**src/rtl/return_stack_ctrl_pkg.sv**
```systemverilog
// Shared encodings for the return-stack sequencer: decoder opcodes, FSM states
// and the sticky-error update rule.
package return_stack_ctrl_pkg;

  typedef enum logic [1:0] {
    OP_CALL  = 2'b00,
    OP_RET   = 2'b01,
    OP_FLUSH = 2'b10,
    OP_RSVD  = 2'b11
  } cmd_op_e;

  typedef enum logic [1:0] {
    ST_IDLE     = 2'b00,
    ST_RET_HOLD = 2'b01,
    ST_FLUSH    = 2'b10
  } state_e;

  // A new error event wins over a clear issued in the same cycle.
  function automatic logic sticky_next(input logic set, input logic clr, input logic q);
    return set | (q & ~clr);
  endfunction

endpackage

```
**src/rtl/return_stack_ctrl.sv**
```systemverilog
// Turns decoder CALL/RET/FLUSH commands into push/pop strobes for a sibling LIFO
// and hands popped return addresses to the PC-select stage over valid/ready.
module return_stack_ctrl
  import return_stack_ctrl_pkg::*;
#(
  parameter int ADDR_W = 16
) (
  input  logic              clock,
  input  logic              reset,
  input  logic              cmd_valid,
  output logic              cmd_ready,
  input  logic [1:0]        cmd_op,
  input  logic [ADDR_W-1:0] cmd_addr,
  output logic              ret_valid,
  input  logic              ret_ready,
  output logic [ADDR_W-1:0] ret_addr,
  output logic              ret_fault,
  output logic              flush_done,
  output logic              err_ovf,
  output logic              err_udf,
  output logic              err_ill,
  input  logic              err_clr,
  output logic [ADDR_W-1:0] stk_data,
  output logic              stk_push,
  output logic              stk_pop,
  input  logic [ADDR_W-1:0] stk_q,
  input  logic              stk_empty,
  input  logic              stk_full
);

  state_e              state_q, state_d;
  logic                ret_valid_q, ret_valid_d;
  logic                ret_fault_q, ret_fault_d;
  logic [ADDR_W-1:0]   ret_addr_q, ret_addr_d;
  logic                err_ovf_q, err_udf_q, err_ill_q;
  logic                err_ovf_d, err_udf_d, err_ill_d;
  logic                ovf_set, udf_set, ill_set;
  cmd_op_e             op;

  assign op       = cmd_op_e'(cmd_op);
  // The LIFO only latches stk_data when stk_push qualifies it.
  assign stk_data = cmd_addr;

  always_comb begin
    state_d     = state_q;
    ret_valid_d = ret_valid_q;
    ret_fault_d = ret_fault_q;
    ret_addr_d  = ret_addr_q;
    ovf_set     = 1'b0;
    udf_set     = 1'b0;
    ill_set     = 1'b0;
    cmd_ready   = 1'b0;
    stk_push    = 1'b0;
    stk_pop     = 1'b0;
    flush_done  = 1'b0;
    if (!reset) begin
      unique case (state_q)
        ST_IDLE: begin
          cmd_ready = 1'b1;
          if (cmd_valid) begin
            unique case (op)
              OP_CALL: begin
                if (stk_full) ovf_set  = 1'b1;
                else          stk_push = 1'b1;
              end
              OP_RET: begin
                ret_valid_d = 1'b1;
                state_d     = ST_RET_HOLD;
                if (!stk_empty) begin
                  stk_pop     = 1'b1;
                  ret_addr_d  = stk_q;
                  ret_fault_d = 1'b0;
                end else begin
                  ret_addr_d  = '0;
                  ret_fault_d = 1'b1;
                  udf_set     = 1'b1;
                end
              end
              OP_FLUSH: state_d = ST_FLUSH;
              OP_RSVD:  ill_set = 1'b1;
            endcase
          end
        end
        ST_RET_HOLD: begin
          if (ret_valid_q && ret_ready) begin
            ret_valid_d = 1'b0;
            state_d     = ST_IDLE;
          end
        end
        ST_FLUSH: begin
          if (stk_empty) begin
            flush_done = 1'b1;
            state_d    = ST_IDLE;
          end else begin
            stk_pop = 1'b1;
          end
        end
        default: state_d = ST_IDLE;
      endcase
    end
  end

  assign err_ovf_d = sticky_next(ovf_set, err_clr, err_ovf_q);
  assign err_udf_d = sticky_next(udf_set, err_clr, err_udf_q);
  assign err_ill_d = sticky_next(ill_set, err_clr, err_ill_q);

  always_ff @(posedge clock) begin
    if (reset) begin
      state_q     <= ST_IDLE;
      ret_valid_q <= 1'b0;
      ret_fault_q <= 1'b0;
      ret_addr_q  <= '0;
      err_ovf_q   <= 1'b0;
      err_udf_q   <= 1'b0;
      err_ill_q   <= 1'b0;
    end else begin
      state_q     <= state_d;
      ret_valid_q <= ret_valid_d;
      ret_fault_q <= ret_fault_d;
      ret_addr_q  <= ret_addr_d;
      err_ovf_q   <= err_ovf_d;
      err_udf_q   <= err_udf_d;
      err_ill_q   <= err_ill_d;
    end
  end

  assign ret_valid = ret_valid_q;
  assign ret_fault = ret_fault_q;
  assign ret_addr  = ret_addr_q;
  assign err_ovf   = err_ovf_q;
  assign err_udf   = err_udf_q;
  assign err_ill   = err_ill_q;

endmodule

```
**config.mk**
```make
export PLATFORM = sky130hd
export DESIGN_NAME = return_stack_ctrl
export DESIGN_NICKNAME = d
export VERILOG_FILES = /design/src/rtl/return_stack_ctrl_pkg.sv /design/src/rtl/return_stack_ctrl.sv
export SDC_FILE = /design/constraint.sdc
export NUM_CORES = 1
export LEC_CHECK = 0
export CAP_MARGIN = 10
export CORE_ASPECT_RATIO = 1.75
export CORE_MARGIN = 4
export CORE_UTILIZATION = 30
export DETAILED_ROUTE_END_ITERATION = 16
export MAX_ROUTING_LAYER = met4
export PLACE_DENSITY = 0.74
export SYNTH_ARGS = -nofsm -noshare
export SYNTH_HDL_FRONTEND = slang
export SYNTH_SLANG_ARGS = --single-unit
```
**constraint.sdc**
```tcl
create_clock -name clock -period 1.7 [get_ports clock]
set_input_delay 0.17 -clock clock [delete_from_list [all_inputs] [get_ports clock]]
set_output_delay 0.17 -clock clock [all_outputs]
set_load 0.02 [all_outputs]
```
Yosys cells after proc, flatten, opt, wreduce, memory -nomap -nowiden
Cells that the tools add are included.
- output and inout port bits: 41
- memories: 0
- flip-flop bits (word level): 23
- logic and storage cells: 69
- memory bits (read-only): 0
- input bits: 41
- RAM bits: 0
- latch bits: 0
- reduce and logical (&&, ||, !) cells: 7
- add/sub/neg operators: 0
- multipliers: 0
- equality and inequality tests: 10
- magnitude comparators: 0
- div/mod/pow operators: 0
- shifts and indexed selects: 0
- bitwise gates (word level): 7
- mux-type cells: 38
- operators with widths (cell ; count):
    $mux 1 ; 30
    $mux 16 ; 1
    $reduce_and 4->1 ; 2
    $eq 2x2->1 const B ; 3
    $mux 2 ; 3
    $ne 2x2->1 const B ; 3
    $pmux 2 s3 ; 1
    $eq 2x1->1 const B ; 2
    $logic_not 2->1 ; 2
    $pmux 1 s2 ; 2
    $pmux 2 s2 ; 1
    $and 1x1->1 ; 3
    $ne 3x1->1 const B ; 1
    $or 1x1->1 ; 3
    $reduce_and 3->1 ; 1
    $ne 2x1->1 const B ; 1
    $reduce_bool 2->1 ; 1
    $logic_and 1x1->1 ; 1
    $not 1->1 ; 1

Longest topological paths before layout
- depth after elaboration: 6
- gate-level depth with buffers: 6
- mapped depth without buffers: 3

Worst setup path after synthesis
Ideal clock, no wire load.
- path kind: reg2out
- start point: register state_q[1]
- end point: output stk_push
- path slack: -0.335 ns
- data required time: 1.530 ns
- path buffers: 3
- arrival: 1.865 ns
- stages on the path, launching flop included: 6
- cell sequence: dfxtp_1 > buf_6 > or4b_4 > buf_6 > clkbuf_1 > nor4_1
- word-level cells in the longest chain between the ends: 3
- RTL lines (item ; RTL line ; source):
    from (decl) ; return_stack_ctrl.sv:31 ; state_e state_q, state_d;
    from (signal assigned) ; return_stack_ctrl.sv:117 ; state_q <= state_d;
    $logic_not 2->1 ; return_stack_ctrl.sv:57 ; unique case (state_q)
    $mux 1 ; return_stack_ctrl.sv:57 ;
    $mux 1 ; return_stack_ctrl.sv:56 ; if (!reset) begin
    to (decl) ; return_stack_ctrl.sv:24 ; output logic stk_push,
Every way passes these cells.

Final worst setup path
- start point: register state_q[0]
- end point: output stk_push
The elaborated chain is that of the path after synthesis.

==> reports/metrics.cfg <==
[run_status]
run_status = finished clean

[critical_path]
rr_endpoint = err_udf
crit_path_cell_trace = or4b_4 > nor4_4 > buf_4
worst_ep_required_time_ns = 1.53
cp_slowest_cell = sky130_fd_sc_hd__or4b_4
timing.reg2reg.setup_slack_ns = 0.07
critical_path.reg2reg.startpoint = state_q[0]
element_type_at_the_critical_path_start = flip-flop
timing.critical_path.arrival_ns = 1.46
timing.critical_path.buf_inv = 1
crit_family = simple AND/OR/NAND/NOR gates
ff_to_ff_path_depth = 4
critPathCaptureType = output port
critical_path.max_stage_delay_ns = 0.56
path_class = reg -> out
path_max_fanout = 3

[cts]
clock-root-buffer = sky130_fd_sc_hd__clkbuf_8
cts_inserted_buffers = 3
numClockSinks = 23
max-clock-path-buffers = 2
clk-insertion-delay-late_ns = 0.26
clk_pin_slew_worst_paths_ns = 0.08
cts_htree_levels = 1
post_cts_hold_buffer_count = 0
cts_tree = yes

[synth]
syn-instance-count = 132
post-synth-top-area-fraction_pct = 40.8
part_of_the_yosys_area_used_for_sequential_elements_pct = 40.8
synth_nets = 173
syn-mean-instance-area_um2 = 8.56
mappedNetlistArea_um2 = 1130
postSynthRegisterBits = 23
synth.largest_area_cell = sky130_fd_sc_hd__dfxtp_1
yosysWarningCount = 0
synth.top_cells.by_area = sky130_fd_sc_hd__dfxtp_1 (41%), sky130_fd_sc_hd__buf_4 (11%), sky130_fd_sc_hd__nand4_1 (8.9%)
count_of_distinct_cell_types_in_the_synthesized_netlist = 24

[sta]
final-hold-violation-count = 0
final_setup_tns_ns = 0
finalWorstPathRequiredPeriod_ns = 1.63
rsz0062_at_grt = no
worst_slack_ns = 0.0673
setup_viol = 0
clock-skew-final_ns = 0.00446
final_min_period_over_clock_period_pct = 96.0
max-slew-margin-rel_pct = 84.0
drv_slew = 0
clock.fmax_mhz = 612
worst_pin_slew_ns = 0.239

[die]
initial_utilization_pct = 31.1
die_h_um = 89.2
die-area_um2 = 4850
io_pins = 82
area_of_the_core_um2 = 3630
rows = 29
floorplan.die.width_um = 54.4

[route]
drt_pass1_iterations = 4
initialDrtViolationCount = 30
dr_total_vias = 1090
final_antenna_net_count = 0
detail_route.wirelength_um = 3130
avgViaCountPerCell = 4.95
wl_per_cell_um = 14.2
drt_drc_violations_left = 0

[global_routing]
grt_overflow = 0
first_global_vias = 1055
antenna_found_initial = 0
grt_start_max_net_pins = 19
global_route.usage.total_pct = 13.9
grt_first_pass_wirelength_um = 4800

[hold_path]
hold_path_end = err_ill
min_path_cells = 3
min-delay-path-class = in -> reg
timing.hold.worst.start = cmd_op[1]

[layout]
postLayoutCoreUtil_pct = 46.3
layout.nets = 216
layout-area-overhead-vs-synth_pct = 48.6
antenna_cells = 0
layout-drive-gt1-share_pct = 17.2
post-route-cell-area_um2 = 1680

[placement]
place_congestion = 0.775
buffer_ports.inserted = 49
placement.cell_area_um2 = 1640
place_hpwl_um = 2350
dp_slack_ns = -0.395

[power]
power_density_over_cell_area_nw_per_um2 = 664
cellLeakagePower_nw = 0.603
power.ir.vdd_worst_mv = 0.322
design_power_total_mw = 1.12

[run]
max-cap-violations = 0

==> state kept, by name, indices dropped and copies added, names as in the netlist <==
register,count
ret_fault,1
err_udf,1
state_q,2
ret_addr,16
err_ill,1
err_ovf,1
ret_valid,1
==> layout make-up <==
type | instances | area, um2
inverter | 3 | 11.3
tap | 46 | 57.6
fill | 361 | 1950
timing repair buffer | 66 | 614
multi-input combinational | 78 | 488
sequential | 23 | 463
clock buffer | 4 | 45.0
==> cells in the mapped netlist <==
cell                       instances
sky130_fd_sc_hd__o21ai_2           2
sky130_fd_sc_hd__a21oi_1          17
sky130_fd_sc_hd__inv_1             3
sky130_fd_sc_hd__nand3b_1          1
sky130_fd_sc_hd__nand4_1          16
sky130_fd_sc_hd__buf_2             1
sky130_fd_sc_hd__a32oi_1           2
sky130_fd_sc_hd__or4_4             1
sky130_fd_sc_hd__a21boi_0          1
sky130_fd_sc_hd__or4b_4            1
sky130_fd_sc_hd__nor3_1            4
sky130_fd_sc_hd__buf_4            17
sky130_fd_sc_hd__nor2_1            3
sky130_fd_sc_hd__nor4b_4           1
sky130_fd_sc_hd__clkbuf_1          8
sky130_fd_sc_hd__nand2b_1          6
sky130_fd_sc_hd__nor3b_1           1
sky130_fd_sc_hd__buf_6             2
sky130_fd_sc_hd__o21ai_0          16
sky130_fd_sc_hd__dfxtp_1          23
sky130_fd_sc_hd__nor4_1            1
sky130_fd_sc_hd__nor2b_1           1
sky130_fd_sc_hd__nand4b_1          1
sky130_fd_sc_hd__nand2_1           3
==> how the worst max path moves through the flow <==
stage / end / cells after the start / slack (ns) / from
after floorplan: stk_push / 5 / -0.0007 / state_q[1]
after global placement: stk_push / 4 / -0.38 / cmd_op[1]
after detailed placement: stk_push / 4 / -0.40 / cmd_op[1]
after CTS: stk_push / 3 / 0.01 / state_q[1]
after global routing: stk_push / 3 / 0.001 / state_q[0]
final: stk_push / 3 / 0.07 / state_q[0]
==> power breakdown <==
group | switching (mW) | internal (mW)
logic | 0.105 | 0.119
registers | 0.00810 | 0.553
clock network | 0.164 | 0.167
==> cells by family (layout without fill, tap and decap cells) <==
kind of cell           after synthesis  count (layout)  share of synthesized area, %
AO/OA/AOI/OAI                       38              38                          18.4
buffers and inverters               31              73                          17.4
flip-flops                          23              23                          40.8
AND/OR/NAND/NOR                     40              40                          23.5
==> cell usage in the layout, fill, tap and decap left out, drive strengths merged <==
master,instances
clkdlybuf4s50,44
or4b,1
a32oi,2
nor4b,1
a21oi,17
dlygate4sd2,2
a21boi,1
nand2b,6
nor3,4
nor3b,1
nand3b,1
nand4,16
clkbuf,4
nor2,3
dlymetal6s2s,1
nand4b,1
inv,3
nor4,1
buf,19
nor2b,1
o21ai,18
or4,1
dfxtp,23
nand2,3
==> per-stage QoR <==
step / instances / hold slack, ns
floorplan: 132 / 0.257
global placement: 216 / 0.340
detailed placement: 216 / 0.340
global route: 220 / 0.277
finish: 220 / 0.277
CTS: 220 / 0.340
==> worst register-to-register path, cell delays in order, from the launching register on <==
cell and delay [ns]:
sky130_fd_sc_hd__dfxtp_2 0.34, sky130_fd_sc_hd__or4b_4 0.56, sky130_fd_sc_hd__buf_6 0.17, sky130_fd_sc_hd__or4_4 0.44, sky130_fd_sc_hd__o21ai_2 0.07
==> routing by layer <==
metal  vias up  GRT usage [%]  wire length (um)
li1        539              -                 -
met1       508           15.3              1260
met2        35           22.8              1540
met3         8           3.17               267
met4         0           7.03                60
met5         -              -                 0
==> what timing repair did <==
item                                    4_1_cts  5_1_grt
setup buffers                                 0        0
endpoints found under the setup margin        6        4
resized for setup                            12        4
pin swaps                                     0        1
Power figures use the tool's default switching activity.
==> edit, RTL diff (config.mk and constraints unchanged) <==
Register the output `err_udf` once more; this adds one clock of latency there. The other outputs are not delayed to match.
--- a/src/rtl/return_stack_ctrl.sv
+++ b/src/rtl/return_stack_ctrl.sv
@@ -129,5 +129,7 @@
   assign ret_addr  = ret_addr_q;
   assign err_ovf   = err_ovf_q;
-  assign err_udf   = err_udf_q;
+  always_ff @(posedge clock) begin
+    err_udf <= err_udf_q;
+  end
   assign err_ill   = err_ill_q;
 
Check against the original RTL: not equivalent (a bounded check fails within 4 cycles, from zero or initial values and one cycle with reset high).
==> edit against the original RTL <==
Sequential cell count is 1 higher; power is 17% higher; routed wire length is 0.70% higher; worst setup slack worse by 63 ps; synthesized area is 1.7% higher; design area is 2.5% higher; synthesized cell count is 0.76% higher; core utilization is 0.70 points higher; clock skew is 2.2 ps lower; die area is 1.5% higher.
==> edit: results (changes against the original RTL) <==
| Metric | Value |
|---|---|
| Synthesized Nets | 174 (+0.58%) |
| Final wirelength | 3150 µm (+0.70%) |
| Status | complete, no violations |
| Peak VDD IR | 0.000419 V (+30%) |
| Fraction of area in multi-input gates | 28.3% (-0.72 points) |
| Fill count | 358 (-0.83%) |
| Clock network fraction of design power | 38.0% (+8.4 points) |
| Seq Cell Count | 24 (+4.3%) |
| Setup WS pre-CTS | -410 ps (-14.9 ps) |
| Via Count | 1099 (+0.83%) |
| Max reg flops | 16 (unchanged) |
| Synth cell count leaders | dfxtp_1, a21oi_1, buf_4 |
| Reg2reg setup slack | 4 ps (-60 ps) |
| Slew @ Worst Pin | 229 ps (-9.94 ps) |
| Clock network share of area | 4.14% (+1.5 points) |
| Final Skew | 2.30 ps (-2.16 ps) |
| Syn_area_per_cell | 8.64 µm² (+0.90%) |
| HP Start | cmd_addr[6] |
| Met3 WL post-DR | 218 µm (-18%) |
| Flop+latch power | 0.586 mW (+4.5%) |
| 1st-iter DRT viols | 16 (-47%) |
| Grt met3 use | 2.48% (-0.69 points) |
| Share of layout cells above drive strength 1 | 17.7% (+0.47 points) |
| Metal2 WL | 1640 µm (+6.9%) |
| Wl on met1 | 1210 µm (-4.0%) |
| Ranking of synthesized cells by area | dfxtp_1, buf_4, nand4_1, a21oi_1, o21ai_0 |
| M2 GR Usage | 22.6% (-0.16 points) |
| GRT Total Usage | 14.0% (+0.081 points) |
| Static leakage | 0.614 nW (+1.8%) |
| Cell area after placement | 0.00166 mm² (+1.2%) |
| Seq/total area | 28.1% (+0.48 points) |
| Worst Hold End | stk_data[6] |
| CP Class | flip-flop to flip-flop |
| Netlist cell types | 23 (-4.2%) |
| Critical path origin | state_q[1]$_SDFFE_PP0P_ |
| First-pass GRT wire length | 5090 µm (+6.2%) |
| Non-clk buf share | 35.5% (-1.1 points) |
| Dpl hpwl | 2410 µm (+2.2%) |
| Max FO, Critical Path | 16 (+13) |
| M1 GR Usage | 15.3% (about the same) |
| Switching share of power | 22.5% (-2.3 points) |
| Worst R2R End | ret_fault$_SDFFE_PP0P_ |
| GP Congestion | 0.715 (-7.7%) |
| Arrival time at the worst endpoint | 1900 ps (+440 ps) |
| Hold Path Depth | 0 (-3) |
| CLK BUF | 3 (-1) |
| R2r worst-path depth | 4 (unchanged) |
| # port buffers | 49 (unchanged) |
| Nonclk buf count | 66 (unchanged) |
| Register area share after synthesis | 41.8% (+1.1 points) |
| Nets | 217 (+0.46%) |
| Worst hold path type | input pin to primary output |
| Min Tclk post-route | 1700 ps (+63.0 ps) |
## edit: stage by stage
step	setup TNS (ps)	hold WS, ps	utilization, %	power, mW	cells
5_1_grt	-118	340	47.0	1.35	221
2_1_floorplan	-0.650	257	-	0.749	133
3_3_place_gp	-1450	340	45.2	0.824	217
4_1_cts	-5.77	340	46.8	1.32	221
3_5_place_dp	-2030	340	45.2	0.824	217
6_report	0	340	47.0	1.30	221
## edit: kinds of logic after synthesis
kind of cell	share of synthesized area [%]
AND/OR/NAND/NOR	23.1
AO/OA/AOI/OAI	18.1
buffers and inverters	17.0
flip-flops	41.8
## edit: repair_timing
action,in CTS,in global routing
setup endpoints to repair,6,4
buffers inserted,0,0
gates resized for setup,12,4
pin swaps,0,0
gates cloned,0,0
hold buffers,0,0
## edit: worst register-to-register path: stages (launching register included)
cell and delay [ps]:
dfxtp_2 360, or4b_4 560, buf_4 200, or4_4 440, o21ai_2 70
